`src/rtl/rgb_pwm_pkg.sv`:
```
// Shared types and constants for the RGB PWM sequencer.
package rgb_pwm_pkg;

  typedef enum logic [1:0] {
    MODE_OFF     = 2'd0,
    MODE_SOLID   = 2'd1,
    MODE_BLINK   = 2'd2,
    MODE_BREATHE = 2'd3
  } mode_t;

  localparam int DEF_CHANNELS    = 3;
  localparam int DEF_PWM_BITS    = 8;
  localparam int DEF_PRESCALE    = 48000;
  localparam int DEF_BLINK_TICKS = 250;

  // Width of the channel-select field on the config port.
  localparam int CFG_CH_BITS = 3;

  // Bits needed to hold values 0..n-1; never less than one so counters stay legal.
  function automatic int clog2(input int n);
    int w;
    w = 1;
    while ((1 << w) < n) w++;
    return w;
  endfunction

endpackage

```
`src/rtl/rgb_pwm_channel.sv`:
```
// One PWM channel: mode/level registers, blink timer, breathing envelope,
// period-boundary duty shadow and the registered output compare.
module rgb_pwm_channel
  import rgb_pwm_pkg::*;
#(
  parameter int PWM_BITS    = DEF_PWM_BITS,
  parameter int BLINK_TICKS = DEF_BLINK_TICKS
) (
  input  logic                clk,
  input  logic                rst,
  input  logic                en,
  input  logic                tick,
  input  logic                load,
  input  logic [PWM_BITS-1:0] pwm_cnt,
  input  logic                wr,
  input  logic [1:0]          wr_mode,
  input  logic [PWM_BITS-1:0] wr_level,
  output logic                pwm
);

  localparam int BW = clog2(BLINK_TICKS);
  localparam logic [BW-1:0] BLINK_LAST = BW'(BLINK_TICKS - 1);

  mode_t               mode_q, mode_d;
  logic [PWM_BITS-1:0] level_q, level_d;
  logic [PWM_BITS-1:0] env_q, env_d;
  logic                down_q, down_d;
  logic                phase_q, phase_d;
  logic [BW-1:0]       bcnt_q, bcnt_d;
  logic [PWM_BITS-1:0] duty_target;
  logic [PWM_BITS-1:0] duty_active_q, duty_active_d;
  logic                pwm_q, pwm_d;

  // Duty the current mode asks for; only sampled into the shadow at period end.
  always_comb begin
    duty_target = '0;
    case (mode_q)
      MODE_OFF:     duty_target = '0;
      MODE_SOLID:   duty_target = level_q;
      MODE_BLINK:   duty_target = phase_q ? level_q : '0;
      MODE_BREATHE: duty_target = env_q;
      default:      duty_target = '0;
    endcase
  end

  // Next state: a config write takes priority over the animation tick.
  always_comb begin
    mode_d        = mode_q;
    level_d       = level_q;
    env_d         = env_q;
    down_d        = down_q;
    phase_d       = phase_q;
    bcnt_d        = bcnt_q;
    duty_active_d = load ? duty_target : duty_active_q;
    pwm_d         = en & (pwm_cnt < duty_active_q);
    if (wr) begin
      mode_d  = mode_t'(wr_mode);
      level_d = wr_level;
      if (mode_t'(wr_mode) != mode_q) begin
        env_d   = '0;
        down_d  = 1'b0;
        phase_d = 1'b0;
        bcnt_d  = '0;
      end
    end else if (tick) begin
      case (mode_q)
        MODE_BLINK: begin
          if (bcnt_q == BLINK_LAST) begin
            bcnt_d  = '0;
            phase_d = ~phase_q;
          end else begin
            bcnt_d = bcnt_q + 1'b1;
          end
        end
        MODE_BREATHE: begin
          if (!down_q) begin
            if (env_q < level_q) env_d = env_q + 1'b1;
            else                 down_d = 1'b1;
          end else begin
            if (env_q != '0) env_d = env_q - 1'b1;
            else             down_d = 1'b0;
          end
        end
        default: ;
      endcase
    end
  end

  // Channel state registers.
  always_ff @(posedge clk or posedge rst) begin
    if (rst) begin
      mode_q        <= MODE_OFF;
      level_q       <= '0;
      env_q         <= '0;
      down_q        <= 1'b0;
      phase_q       <= 1'b0;
      bcnt_q        <= '0;
      duty_active_q <= '0;
      pwm_q         <= 1'b0;
    end else begin
      mode_q        <= mode_d;
      level_q       <= level_d;
      env_q         <= env_d;
      down_q        <= down_d;
      phase_q       <= phase_d;
      bcnt_q        <= bcnt_d;
      duty_active_q <= duty_active_d;
      pwm_q         <= pwm_d;
    end
  end

  assign pwm = pwm_q;

endmodule

```
`src/rtl/rgb_pwm_sequencer.sv`:
```
// Multi-channel LED PWM engine: shared prescaler and PWM counter,
// config write decode, and one rgb_pwm_channel per output.
module rgb_pwm_sequencer
  import rgb_pwm_pkg::*;
#(
  parameter int CHANNELS    = DEF_CHANNELS,
  parameter int PWM_BITS    = DEF_PWM_BITS,
  parameter int PRESCALE    = DEF_PRESCALE,
  parameter int BLINK_TICKS = DEF_BLINK_TICKS
) (
  input  logic                   int_osc,
  input  logic                   rst,
  input  logic                   en,
  input  logic                   cfg_we,
  input  logic [CFG_CH_BITS-1:0] cfg_ch,
  input  logic [1:0]             cfg_mode,
  input  logic [PWM_BITS-1:0]    cfg_level,
  output logic [CHANNELS-1:0]    pwm,
  output logic                   period_start
);

  localparam int PSW = clog2(PRESCALE);
  localparam logic [PSW-1:0] PRESC_LAST = PSW'(PRESCALE - 1);
  localparam logic [CFG_CH_BITS:0] CH_LIMIT = (CFG_CH_BITS + 1)'(CHANNELS);

  logic [PSW-1:0]      presc_q, presc_d;
  logic [PWM_BITS-1:0] pwm_cnt_q, pwm_cnt_d;
  logic                period_start_q, period_start_d;
  logic                tick;
  logic                load;
  logic                cfg_valid;

  // Shared timing: animation tick, period-end shadow load, free-running counters.
  always_comb begin
    tick           = (presc_q == PRESC_LAST);
    load           = (pwm_cnt_q == '1);
    cfg_valid      = cfg_we && ({1'b0, cfg_ch} < CH_LIMIT);
    presc_d        = tick ? '0 : presc_q + 1'b1;
    pwm_cnt_d      = pwm_cnt_q + 1'b1;
    period_start_d = (pwm_cnt_q == '0);
  end

  // Counter and period marker registers.
  always_ff @(posedge int_osc or posedge rst) begin
    if (rst) begin
      presc_q        <= '0;
      pwm_cnt_q      <= '0;
      period_start_q <= 1'b0;
    end else begin
      presc_q        <= presc_d;
      pwm_cnt_q      <= pwm_cnt_d;
      period_start_q <= period_start_d;
    end
  end

  assign period_start = period_start_q;

  for (genvar i = 0; i < CHANNELS; i++) begin : g_ch
    logic wr;
    assign wr = cfg_valid && (cfg_ch == CFG_CH_BITS'(i));

    rgb_pwm_channel #(
      .PWM_BITS   (PWM_BITS),
      .BLINK_TICKS(BLINK_TICKS)
    ) u_ch (
      .clk     (int_osc),
      .rst     (rst),
      .en      (en),
      .tick    (tick),
      .load    (load),
      .pwm_cnt (pwm_cnt_q),
      .wr      (wr),
      .wr_mode (cfg_mode),
      .wr_level(cfg_level),
      .pwm     (pwm[i])
    );
  end

endmodule
```
`config.mk`:
```
export PLATFORM = sky130hd
export DESIGN_NAME = rgb_pwm_sequencer
export DESIGN_NICKNAME = d
export VERILOG_FILES = /design/src/rtl/rgb_pwm_pkg.sv /design/src/rtl/rgb_pwm_channel.sv /design/src/rtl/rgb_pwm_sequencer.sv
export SDC_FILE = /design/constraint.sdc
export NUM_CORES = 1
export LEC_CHECK = 0
export CAP_MARGIN = 10
export CORE_UTILIZATION = 35
export DETAILED_ROUTE_END_ITERATION = 7
export GPL_ROUTABILITY_DRIVEN = 0
export GPL_TIMING_DRIVEN = 0
export PLACE_DENSITY = 0.53
export SYNTH_ARGS = -nofsm -noshare
export SYNTH_HDL_FRONTEND = slang
export SYNTH_SLANG_ARGS = --single-unit
export TNS_END_PERCENT = 5
```
`constraint.sdc`:
```
create_clock -name int_osc -period 5.2 [get_ports int_osc]
set_input_delay 0.78 -clock int_osc [delete_from_list [all_inputs] [get_ports int_osc]]
set_output_delay 0.78 -clock int_osc [all_outputs]
set_load 0.02 [all_outputs]
```
# Yosys cells after proc, flatten, opt, wreduce, memory -nomap -nowiden
# Cells that the tools add are included.
classes:
  n_addsub: 11
  order_cmp: 7
  eq_ne: 25
  mux: 73
  bitwise: 6
  reduce_logical: 39
ops:
  columns: ["operator", "count"]
  rows:
  - ["2-to-1 mux 8 bit", 36]
  - ["case mux 8 bit (4 select lines)", 3]
  - ["adder 8 x 1 -> 8 bit (second input constant)", 7]
  - ["less-than comparator 8 bit", 6]
  - ["2-to-1 mux 1 bit", 33]
  - ["== test 8 bit (second input constant)", 4]
  - ["nonzero test 2 bit", 12]
  - ["nonzero test 8 bit", 3]
  - ["subtractor 8 x 1 -> 8 bit (second input constant)", 3]
  - ["AND reduction 3 bit", 6]
  - ["adder 16 x 1 -> 16 bit (second input constant)", 1]
  - ["== test 16 bit (second input constant)", 1]
  - ["2-to-1 mux 16 bit", 1]
  - ["AND reduction 5 bit", 3]
  - ["== test 2 bit (second input constant)", 6]
  - ["AND reduction 4 bit", 3]
  - ["inequality test 3 x 2 -> 1 bit (second input constant)", 3]
  - ["nonzero test 3 bit", 3]
  - ["logical NOT 8 bit", 1]
  - ["== test 2 x 1 -> 1 bit (second input constant)", 3]
  - ["logical NOT 2 bit", 3]
  - ["inequality test 2 bit", 3]
  - ["inequality test 2 bit (second input constant)", 3]
  - ["logical AND 1 bit", 4]
  - ["6 further kinds", 10]
word_totals:
  reg_bits: 136
  inputBits: 17
  elab_cells: 188

# Logic depth before layout (Yosys ltp)
# Gate-level depths: netlist (run 1).
depth:
  depth_word: 6
  depth_mapped: 10

# Cells and area by module
# A second synthesis (run 1) with hierarchy kept.
unflattened:
  cells_unflattened: 856
  area_unflattened_um2: 8137.8
modules_own_cells:
  columns: ["mod", "instances", "cells_per_inst", "area_per_inst_um2", "seq_area_each_um2"]
  rows:
  - ["rgb_pwm_channel", 3, 250, 2327.2, 925.9]
  - ["rgb_pwm_sequencer", 1, 106, 1156.1, 625.6]

# Worst setup path after synthesis (run 1)
# No wires, ideal clock.
synth_timing:
  path_kind: "input to register"
  from: "input port cfg_ch[2]"
  to: "register g_ch[2].u_ch.env_q[1]"
  t_arrival_ns: 2.298
  required_time_ns: 5.072
  path_slack_ns: 2.775
  cell_stages: 8
  cell_sequence: "nand2b_4 -> or3b_2 -> buf_2 -> and3_1 -> a21oi_1 -> a21o_1 -> buf_2 -> o21ai_0"
synth_via:
  elab_chain_cells: 5
synth_rtl:
  columns: ["item", "line_no", "source"]
  rows:
  - ["start: declaration", "rgb_pwm_sequencer.sv:15", "input logic [CFG_CH_BITS-1:0] cfg_ch,"]
  - ["less-than comparator 3 x 2 -> 1 bit", "rgb_pwm_sequencer.sv:37", "cfg_valid = cfg_we && ({1'b0, cfg_ch} < CH_LIMIT);"]
  - ["logical AND 1 bit", "rgb_pwm_sequencer.sv:37", null]
  - ["logical AND 1 bit *", "rgb_pwm_sequencer.sv:60", "assign wr = cfg_valid && (cfg_ch == CFG_CH_BITS'(i));"]
  - ["inequality test 3 x 2 -> 1 bit (no line), or another cell as far along", null, null]
  - ["AND reduction 5 bit (no line)", null, null]
  - ["end signal: assignment", "rgb_pwm_channel.sv:103", "env_q <= env_d;"]
  - ["end: declaration", "rgb_pwm_channel.sv:26", "logic [PWM_BITS-1:0] env_q, env_d;"]
# Mark *: on every way between the ends. The rest lies on a longest branch, timed or not.
# A chain may end at the register's enable or synchronous reset.

# Final worst setup path (run 1)
layout_timing:
  from: "input port cfg_ch[0]"
  to: "register g_ch[1].u_ch.bcnt_q[3]"
layout_via:
  elab_chain_cells: 5
layout_rtl:
  columns: ["item", "line_no", "source"]
  rows:
  - ["less-than comparator 3 x 2 -> 1 bit", "rgb_pwm_sequencer.sv:37", null]
  - ["logical AND 1 bit", "rgb_pwm_sequencer.sv:37", null]
  - ["logical AND 1 bit *", "rgb_pwm_sequencer.sv:60", null]
  - ["inequality test 2 bit (no line) or nonzero test 2 bit (tied branches)", null, null]
  - ["AND reduction 3 bit (no line)", null, null]
  - ["end signal: assignment", "rgb_pwm_channel.sv:106", "bcnt_q <= bcnt_d;"]
  - ["end: declaration", "rgb_pwm_channel.sv:29", "logic [BW-1:0] bcnt_q, bcnt_d;"]
# Marks and branches as above.

==> results.yml, run 1 <==
global_routing:
  grt_first_pass_wirelength_um: 31680
  grt_pass1_vias: 5984
  grt_use_total: 0.1678
  overflow: 0
  grt_max_degree: 89
  antenna_found_initial: 0
timing:
  worstMarginPinSlew_ps: 1066
  finClkSkew_ps: 8.022
  maxSlewHeadroom: 0.2834
  hold_viol: 0
  fin_crit_sh: 0.5769
  grt_setup_unrepaired: "no"
  setup_slack_ps: 2200
  period_needed_ps: 3000
  tns_ps: 0
  slew_viol_final: 0
  clock.fmax_mhz: 333.4
  setup_violations: 0
finish:
  num-nets-final: 1002
  final_common_cell: "dfrtp_1"
  n_antenna_cell: 0
  drive_gt1_frac: 0.06156
  area_delta_synth_final_pct: 14.03
  layout_common_cells: "dfrtp_1 (136), nand2_1 (111), o21ai_0 (80)"
power:
  switchingPower_uw: 874.0
  power_switching_share: 0.3016
  cell_internal_pwr_mw: 2.024
  powerDensity_nw_per_um2: 313.8
  combPwrFrac: 0.165
  p_leak_nw: 4.183
  p_seq_frac: 0.435
  clkPwrFrac: 0.401
  ir_worst_vdd_uv: 183.4
worst_hold_path:
  hp-class: "flop to flop"
  holdCritStartpoint: "g_ch[1].u_ch.duty_active_q[0]"
  holdPathStages: 2
setup_path:
  cp-start-kind: "input port"
  cp.required_ps: 5540
  critical_path_class: "input port to flop"
  worstSetupStartpoint: "cfg_ch[0]"
  cp_max_fo: 9
  cp_slowest_stage_delay_ps: 630
  reg2regPathDepth: 8
  slowest_stage: "nor4bb_1"
  cp_cell_sequence: "clkdlybuf4s50_1 > nor4bb_1 > o21ai_1 > a21boi_0 > nor2_1 > nand2_1 > o21ai_0"
  worstPathArrival_ps: 3340
  reg2reg_from: "g_ch[2].u_ch.down_q"
  cp-end-kind: "flop"
routing:
  drc: 0
  antenna_left: 0
  drt_iter0_drc: 260
  vias_per_cell: 5.105
  vias: 6182
  routedWlPerCell_um: 15.21
  wirelength_um: 18420
  first_pass_iters: 5
placement:
  pre_cts_slack_ps: 1685
  io_buffers: 18
  hpwl_um: 13370
clock_tree:
  cts_inserted_buffers: 17
  cts_tree: "done"
  cts.sinks: 136
  hold_buffers: 0
  post_cts_buffers: 0
  cts-htree-levels: 4
  clk_pin_slew_ps: 60
  clock_latency_ps: 420
  cts_resized: 0
  root_buffer: "clkbuf_16"
  cts_max_path_buffers: 2
die:
  row_count: 55
  die_area_um2: 23760
  die_width_um: 154.1
  io_pins: 21
  die_y_um: 154.1
  core_area_um2: 22640
  start_util: 0.3578
synthesis:
  ys_ff_latch: 136
  synth_area_leader_cell: "dfrtp_1"
  async_flop_share: 1.000
  synth_cells: 875
  ys_warn_count: 0
  synth_edf_count: 0
  syn-cell-area_um2: 8100
  syn_area_per_cell_um2: 9.257
  synthTopCellsByArea: "dfrtp_1 (42%), ha_1 (11%), nand2_1 (5.1%)"
  synthDominantCellAreaShare: 0.4201
  syn-num-nets: 964
  synth.distinct_cells: 63
  ys.flop_type: "dfrtp_1"
  synth_seq_area_share: 0.4201
run:
  max-cap-violations: 0
run_status:
  status: "complete, no violations"
==> power by group through the flow <==
stage / combinational [mW] / sequential (mW) / clock, mW
after floorplan: 0.371 / 1.25 / 0
after global placement: 0.470 / 1.28 / 0
after detailed placement: 0.480 / 1.28 / 0
after CTS: 0.481 / 1.26 / 1.19
after global routing: 0.563 / 1.28 / 1.23
final: 0.477 / 1.26 / 1.16
==> cells in the mapped netlist (all sizes together), types with 12 or more instances <==
cell type / instances
o31ai: 21
nor2: 53
a21oi: 51
nor2b: 17
a21o: 15
xnor2: 20
a221oi: 20
dfrtp: 136
ha: 69
nand2: 111
nand3: 27
inv: 58
clkbuf: 25
a22o: 12
o21ai: 83
xor2: 22
==> logic make-up (layout without fill, tap and decap cells) <==
family,count (synthesis),count (layout),share of synthesized area
adders and majority gates,72,72,0.1140
DFF,136,136,0.4201
AOI/OAI and AO/OA,236,236,0.1846
xor gates and xnor gates,42,42,0.04541
and+or+nand+nor,285,285,0.1749
buffers and inverters,91,142,0.04433
muxes,13,13,0.01668
==> worst max-delay path, delay by kind of cell <==
family	cells	cell delay (ps)
buf+inv	1	580
compound gates	3	910
simple gates	3	1070
==> layer usage <==
metal / vias to the layer above / global-route usage / part of all wire
li1: 3190 / - / -
met1: 2913 / 0.2422 / 0.53
met2: 65 / 0.2550 / 0.44
met3: 14 / 0.02959 / 0.022
met4: 0 / 0.04952 / 0.011
met5: - / 0 / 0
==> area by class of cell <==
cell class | instances | area [um^2]
clock inverters | 13 | 123.9
plain buffers | 33 | 141.4
flip-flops and latches | 136 | 3403
inverters | 58 | 222.7
clock buffers | 19 | 442.9
well taps | 285 | 356.6
fillers | 2270 | 13400
repair buffers | 19 | 207.7
multi-input cells | 648 | 4338
==> registers in the layout, indices dropped and copies added, names as in the netlist <==
register	flops
g_ch.u_ch.env_q	24
g_ch.u_ch.mode_q	6
g_ch.u_ch.pwm	3
period_start	1
g_ch.u_ch.duty_active_q	24
presc_q	16
g_ch.u_ch.phase_q	3
pwm_cnt_q	8
g_ch.u_ch.down_q	3
g_ch.u_ch.bcnt_q	24
g_ch.u_ch.level_q	24
==> path summary, 6_finish.rpt <==
check                                           endpoint  slack, ps
setup / recovery                  g_ch[1].u_ch.bcnt_q[3]       2200
hold reg to reg            g_ch[1].u_ch.duty_active_q[0]        480
min in group asynchronous         g_ch[2].u_ch.bcnt_q[1]        770
hold / removal             g_ch[1].u_ch.duty_active_q[0]        480
setup reg to reg                   g_ch[2].u_ch.env_q[7]       2490
max in group asynchronous  g_ch[1].u_ch.duty_active_q[5]       3620
==> metrics by stage <==
| step | power, mW | area [um^2] | std cells | utilization | hold WS [ps] |
|---|---|---|---|---|---|
| global placement | 1.745 | 8637 | 1178 | 0.3815 | 464.1 |
| finish | 2.898 | 9236 | 1211 | 0.4080 | 480.2 |
| CTS | 2.932 | 9236 | 1211 | 0.4080 | 488.6 |
| floorplan | 1.618 | 8100 | 875 | - | 444.4 |
| detailed placement | 1.759 | 8670 | 1179 | 0.3829 | 471.0 |
| global route | 3.072 | 9236 | 1211 | 0.4080 | 507.1 |
(Power assumes the default switching activity.)
==> run 2, diff against run 1 <==
Settings changed: PLACE_DENSITY 0.53 to 0.55.
Clock period 5.2 ns to 2.5 ns, I/O delays scaled along.
==> run 2 against run 1 <==
  * Die area stayed put
  * Clock power up 110%
  * Critical path depth rose by 2
  * Core utilization up 0.82 points
  * Worst hold slack got worse by 140 ps
  * Routed wire length grew 1.3%
  * Setup slack got worse by 2200 ps
  * Sequential share of layout area down 0.67 points
  * Power up 110%
  * Clock skew increased by 1.1 ps
  * Register-to-register slack got worse by 2400 ps
  * Largest cell class unchanged
  * Highest routed layer unchanged
==> results.yml, run 2 (synthesis results as in run 1) <==
placement:
  hpwl_um: 13720
  place_inst: 1182
  dpl_cell_area_um2: 8721
  io_buffers: 18
power:
  power_mw: 6.084
  powerDensity_nw_per_um2: 645.8
  p_leak_nw: 4.287
  ir_worst_vdd_uv: 338.5
timing:
  clock.fmax_mhz: 408.1
  hold_viol: 0
  fin_crit_sh: 0.9802
  worstMarginPinSlew_ps: 1017
  finClkSkew_ps: 9.105
  maxSlewHeadroom: 0.3161
  period_needed_ps: 2451
  setup_violations: 0
  slew_viol_final: 0
  grt_setup_unrepaired: "yes"
routing:
  routedWlPerCell_um: 15.34
  first_pass_iters: 5
  vias: 6351
  wirelength_um: 18650
  antenna_left: 0
  drc: 0
  vias_per_cell: 5.223
  drt_iter0_drc: 311
die:
  row_count: 55
  die_area_um2: 23760
  die_y_um: 154.1
  io_pins: 21
  start_util: 0.3578
  core_area_um2: 22640
  die_width_um: 154.1
run:
  max-cap-violations: 0
finish:
  n_antenna_cell: 0
  num-nets-final: 1007
  final_area_um2: 9422
  area_delta_synth_final_pct: 16.31
  postLayoutCoreUtil: 0.4161
  fin_cells: 1216
  drive_gt1_frac: 0.07948
  final_common_cell: "dfrtp_1"
  layout_common_cells: "dfrtp_1 (132), nand2_1 (111), o21ai_0 (79)"
global_routing:
  antenna_found_initial: 0
  grt_max_degree: 32
  grt_first_pass_wirelength_um: 31440
  overflow: 0
  grt_use_total: 0.1675
  grt_pass1_vias: 6059
setup_path:
  path_delay_family: "compound AO/OA/AOI/OAI gates"
  cp-start-kind: "flop"
  cp_slowest_stage_delay_ps: 460
  cp_common_cell: "a21o_1"
  cp.required_ps: 2850
  path_buf_inv: 1
  slowest_stage: "dfrtp_2"
  worstPathArrival_ps: 2800
  cp_cell_sequence: "ha_4 > a21o_1 > a31oi_1 > o221ai_1 > a2111o_1 > a21o_1 > buf_4 > or3_1 > o21ai_1"
  cp_max_fo: 10
  critical_path_class: "flop to flop"
  cp-end-kind: "flop"
clock_tree:
  cts-htree-levels: 4
  cts_tree: "done"
  clk_pin_slew_ps: 60
  cts_max_path_buffers: 2
  hold_buffers: 0
  cts.sinks: 136
  cts_inserted_buffers: 17
  clock_latency_ps: 430
  root_buffer: "clkbuf_16"
worst_hold_path:
  hp-class: "input port to async pin"
run_status:
  status: "complete, no violations"
run 2: worst paths after layout:
check / start / end / slack (ps) / cells after the start
max: g_ch[0].u_ch.env_q[2] / g_ch[0].u_ch.env_q[7] / 50 / 9
min: rst / g_ch[2].u_ch.env_q[3] / 340 / 2
max reg2reg: g_ch[0].u_ch.env_q[2] / g_ch[0].u_ch.env_q[7] / 50 / 9
min reg2reg: g_ch[1].u_ch.duty_active_q[0] / g_ch[1].u_ch.duty_active_q[0] / 490 / 2
max in group asynchronous: rst / g_ch[1].u_ch.down_q / 1400 / 4
min in group int_osc: cfg_mode[1] / g_ch[0].u_ch.mode_q[1] / 350 / 3
run 2: worst reg2reg max path, stage by stage (launching register included):
cell and delay (ps):
dfrtp_2 460, ha_4 260, a21o_1 160, a31oi_1 170
o221ai_1 140, a2111o_1 430, a21o_1 170, buf_4 160
or3_1 340, o21ai_1 70
run 2: area by class of cell:
| type | count | area, um^2 |
|---|---|---|
| Tap cell | 285 | 356.6 |
| Multi-Input combinational cell | 648 | 4448 |
| Clock inverter | 9 | 100.1 |
| Timing Repair Buffer | 24 | 281.5 |
| Fill cell | 2200 | 13220 |
| Clock buffer | 23 | 457.9 |
| Buffer | 33 | 147.6 |
| Inverter | 58 | 221.5 |
| Sequential cell | 136 | 3408 |
run 2: stage by stage:
step	worst slack (ps)	hold slack (ps)	TNS, ps
after CTS	-65.04	347.2	-249.5
after floorplan	77.09	444.4	0
after global placement	-1003	463.0	-157170
after global routing	-64.78	361.6	-202.5
after detailed placement	-749.5	478.4	-22640
final	49.39	342.6	0
run 2: per-layer routing:
metal	track usage	part of all wire	up-vias
met2	0.2686	0.47	60
li1	-	-	3206
met5	0	0	-
met1	0.2293	0.50	3067
met4	0.05381	0.012	0
met3	0.02818	0.020	18
run 2: repair_timing:
item                       in CTS  in global routing
pin swaps                       2                  4
resized for setup              12                 16
setup buffers                   0                  2
setup endpoints to repair      32                 48
run 2: power breakdown:
part           total, mW  internal [mW]  leakage, nW  switching [mW]
Combinational       1.03          0.429         2.22           0.603
Sequential          2.63           2.40         1.79           0.223
Clock               2.43           1.48        0.271           0.942
Total               6.08           4.32         4.29            1.77
==> run 3, diff against run 2 <==
Settings changed: CORE_MARGIN set to 5, CORE_UTILIZATION 35 to 57, PLACE_DENSITY 0.55 to 0.8.
==> run 3 against run 2 <==
  * Sequential share of layout area up 0.43 points
  * Routed wire length down 2.5%
  * First-iteration DRC count up 83%
  * Register-to-register slack better by 30 ps
  * Power rose by 2.0%
  * Largest cell class unchanged
  * Non-clock buffer count grew 3
  * Clock power increased by 5%
  * Global-route usage increased by 6.5 points
  * Combinational power hardly changed
  * Sequential power barely moved
  * Via count grew 3.5%
==> results.yml, run 3 (synthesis results as in run 1) <==
run_status:
  status: "complete, no violations"
worst_hold_path:
  holdCritStartpoint: "cfg_mode[0]"
  hp-class: "input port to flop"
  min_to: "g_ch[0].u_ch.mode_q[0]"
  holdPathStages: 3
setup_path:
  reg2reg_to: "g_ch[1].u_ch.env_q[7]"
  worstPathArrival_ps: 2760
  critical_path_class: "flop to flop"
  cp-end-kind: "flop"
  reg2regPathDepth: 8
  cp_max_fo: 12
  rrSetupSlack_ps: 80
  reg2reg_from: "g_ch[1].u_ch.down_q"
  cp-start-kind: "flop"
  cp.required_ps: 2840
die:
  die_area_um2: 16700
  io_pins: 21
  core_area_um2: 13930
  row_count: 43
  die_y_um: 129.2
  die_width_um: 129.2
  start_util: 0.5813
timing:
  grt_setup_unrepaired: "yes"
  worstMarginPinSlew_ps: 1014
  tns_ps: 0
  setup_violations: 0
  fin_crit_sh: 0.9681
  finClkSkew_ps: 8.154
  period_needed_ps: 2420
  maxSlewHeadroom: 0.3183
  hold_viol: 0
  clock.fmax_mhz: 413.2
  slew_viol_final: 0
clock_tree:
  root_buffer: "clkbuf_16"
  clk_pin_slew_ps: 60
  clock_latency_ps: 420
  hold_buffers: 0
  cts_inserted_buffers: 17
  cts-htree-levels: 4
  cts_tree: "done"
  cts_max_path_buffers: 2
  cts.sinks: 136
finish:
  layout_common_cells: "dfrtp_1 (132), nand2_1 (111), o21ai_0 (79)"
  fin_cells: 1114
  area_delta_synth_final_pct: 14.95
  n_fill_cell: 1082
  drive_gt1_frac: 0.08351
  final_area_um2: 9311
  postLayoutCoreUtil: 0.6682
  num-nets-final: 1010
  n_antenna_cell: 0
  final_common_cell: "dfrtp_1"
routing:
  vias_per_cell: 5.899
  drc: 0
  wirelength_um: 18190
  antenna_left: 0
  first_pass_iters: 5
  drt_iter0_drc: 568
  vias: 6571
  routedWlPerCell_um: 16.32
placement:
  hpwl_um: 12780
  place_inst: 1076
  dpl_cell_area_um2: 8569
  io_buffers: 18
global_routing:
  grt_max_degree: 44
  grt_pass1_vias: 6523
  antenna_found_initial: 0
  grt_first_pass_wirelength_um: 31410
  grt_use_total: 0.2320
  overflow: 0
power:
  power_mw: 6.204
  p_leak_nw: 4.314
  ir_worst_vdd_uv: 625.2
  powerDensity_nw_per_um2: 666.3
run:
  max-cap-violations: 0
run 3: through the flow:
step	setup WS, ps	hold slack (ps)
floorplan	77.09	444.4
global placement	-802.8	465.1
detailed placement	-639.8	472.9
CTS	-124.6	340.8
global route	-76.13	366.9
finish	79.71	353.5
run 3: layout make-up:
type | instances | area, um^2 | area share
Multi-Input combinational cell | 648 | 4422 | 0.4749
Sequential cell | 136 | 3408 | 0.3660
Clock buffer | 19 | 442.9 | 0.04757
Timing Repair Buffer | 28 | 299.0 | 0.03212
Tap cell | 180 | 225.2 | 0.02419
Inverter | 58 | 221.5 | 0.02378
Clock inverter | 13 | 153.9 | 0.01653
Buffer | 32 | 138.9 | 0.01492
run 3: how the worst max path moves through the flow:
stage	from	to	cells after the start	slack, ps
5_1_grt	presc_q[0]	g_ch[1].u_ch.env_q[6]	7	-80
6_report	g_ch[1].u_ch.down_q	g_ch[1].u_ch.env_q[7]	8	80
2_1_floorplan	g_ch[2].u_ch.down_q	g_ch[2].u_ch.env_q[7]	8	80
4_1_cts	presc_q[0]	g_ch[1].u_ch.env_q[2]	7	-120
3_5_place_dp	cfg_ch[0]	g_ch[1].u_ch.bcnt_q[2]	7	-640
3_3_place_gp	rst	presc_q[12]	2	-800
run 3: repair_timing:
item / CTS / global route
resized for setup: 8 / 16
endpoints found under the setup margin: 20 / 48
pin swaps: 0 / 5
setup buffers: 0 / 7
run 3: worst max-delay path, stage by stage, from the launching register on:
cell	delay, ps
dfrtp_2	500
ha_1	370
and3_1	200
a221o_1	350
o41ai_2	270
and3b_1	210
a21oi_1	50
or3_1	310
o21ai_0	80
run 3: metal layers:
layer / vias to the layer above / wire length, um / track usage
li1: 3210 / - / -
met1: 3201 / 8343 / 0.3064
met2: 131 / 8700 / 0.3802
met3: 29 / 830 / 0.05647
met4: 0 / 311 / 0.07103
met5: - / 0 / 0
run 3: power breakdown:
| part | leakage, nW | switching [mW] | internal (mW) |
|---|---|---|---|
| logic | 2.23 | 0.615 | 0.422 |
| registers | 1.79 | 0.220 | 2.40 |
| clock network | 0.285 | 0.960 | 1.58 |
| total | 4.31 | 1.79 | 4.41 |
